==> src/rtl/nwr_req_arbiter_pkg.sv <==
// Shared types and widths for the SRIO NWRITE user-channel arbiter.
package nwr_req_arbiter_pkg;

  typedef enum logic [1:0] {
    IDLE      = 2'd0,
    XFER      = 2'd1,
    WAIT_DONE = 2'd2
  } nwr_state_e;

  localparam int ADDR_W = 34;
  localparam int SIZE_W = 20;
  localparam int DATA_W = 64;
  localparam int KEEP_W = 8;

endpackage

==> src/rtl/nwr_req_arbiter_if.sv <==
// Engine-side bus between the arbiter (master) and the NWRITE initiator engine (slave).
interface nwr_req_arbiter_if;
  import nwr_req_arbiter_pkg::*;

  logic              nwr_ready_in;
  logic              nwr_busy_in;
  logic              nwr_done_in;
  logic              user_tready_in;
  logic [ADDR_W-1:0] user_addr_o;
  logic [SIZE_W-1:0] user_tsize_o;
  logic [DATA_W-1:0] user_tdata_o;
  logic [KEEP_W-1:0] user_tkeep_o;
  logic              user_tvalid_o;
  logic              user_tfirst_o;
  logic              user_tlast_o;

  modport master (
    input  nwr_ready_in, nwr_busy_in, nwr_done_in, user_tready_in,
    output user_addr_o, user_tsize_o, user_tdata_o, user_tkeep_o,
           user_tvalid_o, user_tfirst_o, user_tlast_o
  );

  modport slave (
    output nwr_ready_in, nwr_busy_in, nwr_done_in, user_tready_in,
    input  user_addr_o, user_tsize_o, user_tdata_o, user_tkeep_o,
           user_tvalid_o, user_tfirst_o, user_tlast_o
  );

endinterface

==> src/rtl/nwr_req_arbiter_rr_pick.sv <==
// Combinational round-robin pick: first set request at or after ptr, wrapping.
module rr_pick #(
  parameter  int NUM_REQ = 4,
  localparam int PTR_W   = $clog2(NUM_REQ)
) (
  input  logic [NUM_REQ-1:0] req,
  input  logic [PTR_W-1:0]   ptr,
  output logic [NUM_REQ-1:0] pick,
  output logic [PTR_W-1:0]   pick_idx,
  output logic               pick_vld
);

  logic [PTR_W:0]   sum;
  logic [PTR_W-1:0] idx;

  always_comb begin
    pick     = '0;
    pick_idx = '0;
    pick_vld = 1'b0;
    sum      = '0;
    idx      = '0;
    for (int i = 0; i < NUM_REQ; i++) begin
      // one extra bit so ptr+i can be wrapped without losing the carry
      sum = {1'b0, ptr} + (PTR_W+1)'(i);
      if (sum >= (PTR_W+1)'(NUM_REQ)) sum = sum - (PTR_W+1)'(NUM_REQ);
      idx = sum[PTR_W-1:0];
      if (!pick_vld && req[idx]) begin
        pick_vld      = 1'b1;
        pick_idx      = idx;
        pick[idx]     = 1'b1;
      end
    end
  end

endmodule

==> src/rtl/nwr_req_arbiter.sv <==
// Round-robin arbiter sharing one NWRITE user channel among NUM_REQ packet sources;
// ownership moves only after a packet's tlast and the engine's done (or a timeout).
module nwr_req_arbiter
  import nwr_req_arbiter_pkg::*;
#(
  parameter int NUM_REQ  = 4,
  parameter int DONE_TMO = 1024
) (
  input  logic                      log_clk,
  input  logic                      log_rst_n,
  input  logic [NUM_REQ-1:0]        req_i,
  input  logic [NUM_REQ*ADDR_W-1:0] req_addr_i,
  input  logic [NUM_REQ*SIZE_W-1:0] req_tsize_i,
  input  logic [NUM_REQ*DATA_W-1:0] req_tdata_i,
  input  logic [NUM_REQ*KEEP_W-1:0] req_tkeep_i,
  input  logic [NUM_REQ-1:0]        req_tvalid_i,
  input  logic [NUM_REQ-1:0]        req_tlast_i,
  output logic [NUM_REQ-1:0]        req_tready_o,
  output logic [NUM_REQ-1:0]        gnt_o,
  output logic                      tmo_err_o,
  nwr_req_arbiter_if.master         eng
);

  localparam int PTR_W = $clog2(NUM_REQ);
  localparam int TMO_W = $clog2(DONE_TMO);
  localparam logic [TMO_W-1:0] TMO_LAST = TMO_W'(DONE_TMO - 1);
  localparam logic [PTR_W-1:0] PTR_LAST = PTR_W'(NUM_REQ - 1);

  logic [ADDR_W-1:0] addr_a  [NUM_REQ];
  logic [SIZE_W-1:0] tsize_a [NUM_REQ];
  logic [DATA_W-1:0] tdata_a [NUM_REQ];
  logic [KEEP_W-1:0] tkeep_a [NUM_REQ];

  for (genvar k = 0; k < NUM_REQ; k++) begin : g_slot
    assign addr_a[k]  = req_addr_i [k*ADDR_W +: ADDR_W];
    assign tsize_a[k] = req_tsize_i[k*SIZE_W +: SIZE_W];
    assign tdata_a[k] = req_tdata_i[k*DATA_W +: DATA_W];
    assign tkeep_a[k] = req_tkeep_i[k*KEEP_W +: KEEP_W];
  end

  nwr_state_e       state;
  logic [PTR_W-1:0] rr_ptr;
  logic [PTR_W-1:0] gidx;
  logic             first_flag;
  logic [TMO_W-1:0] tmo_cnt;

  logic [NUM_REQ-1:0] pick;
  logic [PTR_W-1:0]   pick_idx;
  logic               pick_vld;

  rr_pick #(.NUM_REQ(NUM_REQ)) u_pick (
    .req      (req_i),
    .ptr      (rr_ptr),
    .pick     (pick),
    .pick_idx (pick_idx),
    .pick_vld (pick_vld)
  );

  logic             xfer;
  logic             start;
  logic             beat_acc;
  logic             release_now;
  logic [PTR_W-1:0] next_ptr;

  assign xfer        = (state == XFER);
  assign start       = (state == IDLE) && pick_vld && eng.nwr_ready_in && !eng.nwr_busy_in;
  assign beat_acc    = xfer && req_tvalid_i[gidx] && eng.user_tready_in;
  assign release_now = (state == WAIT_DONE) && (eng.nwr_done_in || (tmo_cnt == TMO_LAST));
  assign next_ptr    = (gidx == PTR_LAST) ? '0 : gidx + PTR_W'(1);

  // Beat path is a pure mux of the granted slot, forced quiet outside XFER.
  always_comb begin
    eng.user_tdata_o  = '0;
    eng.user_tkeep_o  = '0;
    eng.user_tvalid_o = 1'b0;
    eng.user_tlast_o  = 1'b0;
    eng.user_tfirst_o = 1'b0;
    req_tready_o      = '0;
    if (xfer) begin
      eng.user_tdata_o   = tdata_a[gidx];
      eng.user_tkeep_o   = tkeep_a[gidx];
      eng.user_tvalid_o  = req_tvalid_i[gidx];
      eng.user_tlast_o   = req_tlast_i[gidx];
      eng.user_tfirst_o  = first_flag;
      req_tready_o[gidx] = eng.user_tready_in;
    end
  end

  always_ff @(posedge log_clk) begin
    if (!log_rst_n) begin
      state            <= IDLE;
      gnt_o            <= '0;
      gidx             <= '0;
      rr_ptr           <= '0;
      first_flag       <= 1'b1;
      tmo_cnt          <= '0;
      tmo_err_o        <= 1'b0;
      eng.user_addr_o  <= '0;
      eng.user_tsize_o <= '0;
    end else begin
      case (state)
        IDLE: begin
          if (start) begin
            gnt_o            <= pick;
            gidx             <= pick_idx;
            eng.user_addr_o  <= addr_a[pick_idx];
            eng.user_tsize_o <= tsize_a[pick_idx];
            state            <= XFER;
          end
        end
        XFER: begin
          // done pulses here are deliberately ignored; only tlast ends the burst
          if (beat_acc) begin
            first_flag <= 1'b0;
            if (req_tlast_i[gidx]) state <= WAIT_DONE;
          end
        end
        WAIT_DONE: begin
          if (release_now) begin
            state      <= IDLE;
            gnt_o      <= '0;
            rr_ptr     <= next_ptr;
            first_flag <= 1'b1;
            tmo_cnt    <= '0;
            if (!eng.nwr_done_in) tmo_err_o <= 1'b1;
          end else begin
            tmo_cnt <= tmo_cnt + TMO_W'(1);
          end
        end
        default: state <= IDLE;
      endcase
    end
  end

endmodule
==> src/flat_wrapper.sv <==
// flat-port wrapper written by rule: the top's interface ports become plain ports
module nwr_req_arbiter_flat import nwr_req_arbiter_pkg::*;
#(
  parameter int NUM_REQ  = 4,
  parameter int DONE_TMO = 1024
)
  (log_clk, log_rst_n, req_i, req_addr_i, req_tsize_i, req_tdata_i, req_tkeep_i, req_tvalid_i, req_tlast_i, req_tready_o, gnt_o, tmo_err_o, eng_nwr_ready_in, eng_nwr_busy_in, eng_nwr_done_in, eng_user_tready_in, eng_user_addr_o, eng_user_tsize_o, eng_user_tdata_o, eng_user_tkeep_o, eng_user_tvalid_o, eng_user_tfirst_o, eng_user_tlast_o);
  nwr_req_arbiter_if eng_i ();
  input  logic log_clk;
  input  logic log_rst_n;
  input  logic [NUM_REQ-1:0] req_i;
  input  logic [NUM_REQ*ADDR_W-1:0] req_addr_i;
  input  logic [NUM_REQ*SIZE_W-1:0] req_tsize_i;
  input  logic [NUM_REQ*DATA_W-1:0] req_tdata_i;
  input  logic [NUM_REQ*KEEP_W-1:0] req_tkeep_i;
  input  logic [NUM_REQ-1:0] req_tvalid_i;
  input  logic [NUM_REQ-1:0] req_tlast_i;
  output logic [NUM_REQ-1:0] req_tready_o;
  output logic [NUM_REQ-1:0] gnt_o;
  output logic tmo_err_o;
  input wire logic [$bits(eng_i.nwr_ready_in)-1:0] eng_nwr_ready_in;
  input wire logic [$bits(eng_i.nwr_busy_in)-1:0] eng_nwr_busy_in;
  input wire logic [$bits(eng_i.nwr_done_in)-1:0] eng_nwr_done_in;
  input wire logic [$bits(eng_i.user_tready_in)-1:0] eng_user_tready_in;
  output wire logic [$bits(eng_i.user_addr_o)-1:0] eng_user_addr_o;
  output wire logic [$bits(eng_i.user_tsize_o)-1:0] eng_user_tsize_o;
  output wire logic [$bits(eng_i.user_tdata_o)-1:0] eng_user_tdata_o;
  output wire logic [$bits(eng_i.user_tkeep_o)-1:0] eng_user_tkeep_o;
  output wire logic [$bits(eng_i.user_tvalid_o)-1:0] eng_user_tvalid_o;
  output wire logic [$bits(eng_i.user_tfirst_o)-1:0] eng_user_tfirst_o;
  output wire logic [$bits(eng_i.user_tlast_o)-1:0] eng_user_tlast_o;
  assign eng_i.nwr_ready_in = eng_nwr_ready_in;
  assign eng_i.nwr_busy_in = eng_nwr_busy_in;
  assign eng_i.nwr_done_in = eng_nwr_done_in;
  assign eng_i.user_tready_in = eng_user_tready_in;
  assign eng_user_addr_o = eng_i.user_addr_o;
  assign eng_user_tsize_o = eng_i.user_tsize_o;
  assign eng_user_tdata_o = eng_i.user_tdata_o;
  assign eng_user_tkeep_o = eng_i.user_tkeep_o;
  assign eng_user_tvalid_o = eng_i.user_tvalid_o;
  assign eng_user_tfirst_o = eng_i.user_tfirst_o;
  assign eng_user_tlast_o = eng_i.user_tlast_o;
  nwr_req_arbiter #(.NUM_REQ(NUM_REQ), .DONE_TMO(DONE_TMO)) u_core (.log_clk(log_clk), .log_rst_n(log_rst_n), .req_i(req_i), .req_addr_i(req_addr_i), .req_tsize_i(req_tsize_i), .req_tdata_i(req_tdata_i), .req_tkeep_i(req_tkeep_i), .req_tvalid_i(req_tvalid_i), .req_tlast_i(req_tlast_i), .req_tready_o(req_tready_o), .gnt_o(gnt_o), .tmo_err_o(tmo_err_o), .eng(eng_i));
endmodule
==> config.mk <==
export PLATFORM = sky130hd
export DESIGN_NAME = nwr_req_arbiter_flat
export DESIGN_NICKNAME = d
export VERILOG_FILES = /design/src/rtl/nwr_req_arbiter_pkg.sv /design/src/rtl/nwr_req_arbiter_if.sv /design/src/rtl/nwr_req_arbiter_rr_pick.sv /design/src/rtl/nwr_req_arbiter.sv /design/src/flat_wrapper.sv
export SDC_FILE = /design/constraint.sdc
export NUM_CORES = 1
export LEC_CHECK = 0
export ABC_CLOCK_PERIOD_IN_PS = 3260
export CORE_AREA = 2 2 254 256
export CTS_BUF_LIST = sky130_fd_sc_hd__clkbuf_8
export CTS_CLUSTER_DIAMETER = 80
export DETAILED_ROUTE_END_ITERATION = 7
export DIE_AREA = 0 0 256 258
export GPL_TIMING_DRIVEN = 0
export MAX_ROUTING_LAYER = met4
export SYNTH_ARGS = -nofsm -noshare
export SYNTH_HDL_FRONTEND = slang
export SYNTH_SLANG_ARGS = --single-unit
==> constraint.sdc <==
create_clock -name log_clk -period 3.26 [get_ports log_clk]
set_input_delay 0.652 -clock log_clk [delete_from_list [all_inputs] [get_ports log_clk]]
set_output_delay 0.652 -clock log_clk [all_outputs]
set_load 0.01 [all_outputs]
==> results.cfg <==
[status]
status = finished, final reports clean

[timing]
worst_pin_slew_ps = 821
setup_viol_count_final = 0
min_period_ps = 3180
max_slew_margin_pct = 45.3
rsz0062_at_grt = yes
fin_skew_ps = 13.1
hold_viol = 0
max_freq_mhz = 314
finalCritPeriodShare_pct = 97.6
fin_setup_tns_ps = 0
report.final.slew_viol_count = 0

[floorplan]
die_h_microns = 258
die_area_sq_um = 66000
die_w_microns = 256
boundaryPins = 660
start_util_pct = 14.2
rows = 93
core-area_sq_um = 63600

[detailed_routing]
dr.max_layer_used = met4
drtPass1Iterations = 5
drc = 0
ant_nets = 0
wl_met3_mm = 4.51
met1_length_mm = 27.3
vias = 12100
wl_met2_mm = 39.5
detail_route.iter0.violations = 857
wl_per_cell_microns = 28.7
routed_via_density = 4.63
totalWireLength_mm = 75.1

[synth]
synth-edff-count = 0
synth-seq-area-share_pct = 16.8
async_flop_share_pct = 0
synth_warnings = 0
ys_types = 56
ys_top_cells_by_count = 163 x nand2_1, 80 x and2_1, 77 x mux4_2
ys_seq_elements = 76
syn_nets = 1585
yosys.area.top_type = mux4_2
syn_area_sq_um = 9050
synth_area_leaders = mux4_2 19%, dfxtp_1 17%, nand2_1 6.8%, mux2i_1 5.8%, and2_1 5.5%
avgSynthCellArea_sq_um = 8.65
yosys.cell_count.top_type = nand2_1
synth_cells = 1046
synth_top_area_share_pct = 19.2
synth_ff_type = dfxtp_1

[pwr]
powerDensity_nw_per_um2 = 378
power.total_uw = 6620
power.static_leakage_uw = 0.00654
peakVddDrop_mv = 0.268

[global_route]
overflow = 0
track_usage_pct = 22.5
grt_pass1_wl_mm = 100
grt_pass1_vias = 12300
grt_antenna_before_repair = 49
grt_max_degree = 16

[layout]
drive_above_1_share_pct = 14.6
area_growth_pct = 93.7
final_nets = 2272

[worst_setup_path]
cp_slowest_cell = mux4_2
critPathCaptureType = output pin
crit_path_start_kind = flop
path_delay_family = buffers and inverters
crit_path_cell_trace = clkbuf_8 -> clkbuf_16 -> buf_16 -> mux4_2 -> and2_1 -> clkdlybuf4s50_1
reg2reg_slack_ps = 110
arrival_ps = 2530
crit_type = flop to output pin
crit_fanout = 8
critPathRequiredTime_ps = 2610
cp_num_buf_inv = 4
slowest_delay_ps = 550

[clock_network]
cts_max_level = 3
cts.root.buffer_cell = clkbuf_8
cts_tree = yes
clock_path_buffers = 2
clk_pin_slew_ps = 100
cts_sinks = 76
insertion_delay_ps = 440
cts_buffers = 9

[placed_design]
io_buffer_count = 659
place.gp.congestion = 1.06
dpl.hpwl_mm = 64.0

[min_path]
hp-class = flop to flop

[job]
max_cap_viol_count = 0
-- report_power, final --
part	leakage (uW)	internal [uW]	switching (uW)
Sequential	0.000621	1060	91.2
Combinational	0.00581	2310	2290
Clock	0.000102	365	497
Total	0.00654	3740	2880
-- final timing paths --
| path | start | end | cells past startpoint |
|---|---|---|---|
| worst max register to register | u_core.rr_ptr[0] | u_core.eng.user_addr_o[3] | 11 |
| worst min register to register | u_core.gnt_o[1] | u_core.gnt_o[1] | 2 |
| worst min-delay path | u_core.gnt_o[1] | u_core.gnt_o[1] | 2 |
| worst max-delay path | u_core.gidx[0] | eng_user_tdata_o[54] | 6 |
-- flip-flops by register name, indices dropped and copies added (netlist names) --
signal / flops
u_core.eng.user_addr_o: 34
u_core.eng.user_tsize_o: 20
u_core.tmo_cnt: 10
u_core.gnt_o: 4
u_core.gidx: 2
u_core.rr_ptr: 2
u_core.state: 2
u_core.first_flag: 1
u_core.tmo_err_o: 1
-- per-stage QoR --
stage | cells | instance area (sq um) | util (%) | setup slack (ps) | hold WS [ps]
floorplan | 1046 | 9050 | - | 89.6 | 444
global placement | 2560 | 16700 | 26.3 | -1600 | 451
detailed placement | 2561 | 16700 | 26.3 | -1240 | 456
CTS | 2587 | 17300 | 27.2 | 2.52 | 472
global route | 2619 | 17500 | 27.5 | -17.8 | 507
finish | 2620 | 17500 | 27.5 | 78.8 | 471
-- cells by family after synthesis --
group	share of synthesized area (%)
xor+xnor	0.774
fa+ha+maj	2.35
compound gates	22.0
buf+inv	6.29
mux	29.0
flops	16.8
simple gates	22.7
-- cell usage in the layout, fill, tap and decap left out, types with 26 or more instances in the layout --
| master | synthesis | layout |
|---|---|---|
| diode_2 | 0 | 27 |
| mux2i_1 | 52 | 50 |
| and2_1 | 80 | 79 |
| a21oi_1 | 46 | 46 |
| a21o_1 | 32 | 32 |
| nor2_1 | 55 | 53 |
| o2111ai_2 | 30 | 30 |
| a22oi_1 | 26 | 26 |
| nand3_1 | 64 | 64 |
| clkdlybuf4s50_1 | 0 | 621 |
| dfxtp_1 | 76 | 72 |
| nand2_1 | 163 | 162 |
| mux4_2 | 77 | 77 |
| clkbuf_1 | 61 | 40 |
| a31o_2 | 31 | 31 |
| nor2b_1 | 34 | 34 |
| dlygate4sd2_1 | 0 | 26 |
| mux2_1 | 31 | 30 |
-- worst reg2reg max path, stage by stage (launching register included) --
cell,delay (ps)
dfxtp_4,400
inv_6,80
clkbuf_16,160
ha_4,280
mux4_2,570
and2_4,200
o32ai_4,260
buf_6,210
bufbuf_16,300
mux2_1,360
nand2_1,100
o2111ai_2,110
-- final cells by class --
class / count / area (sq um)
flip-flops and latches: 76 / 1530
well taps: 855 / 1070
clock buffers: 9 / 124
diodes: 27 / 67.6
inverters: 14 / 61.3
plain buffers: 102 / 734
repair buffers: 679 / 6800
fillers: 6796 / 46100
multi-input cells: 851 / 7050
clock inverters: 7 / 83.8
-- metal layers --
metal	GRT usage, %	vias up
li1	-	5323
met1	22.8	5973
met2	41.5	691
met3	4.70	134
met4	9.97	0
met5	-	-
-- what timing repair did --
action / 4_1_cts / 5_1_grt
gates cloned: 2 / 0
buffers inserted: 10 / 7
resized for setup: 117 / 30
pin swaps: 1 / 3
endpoints found under the setup margin: 140 / 69
hold buffers: 0 / 0
(Power assumes the default switching activity.)
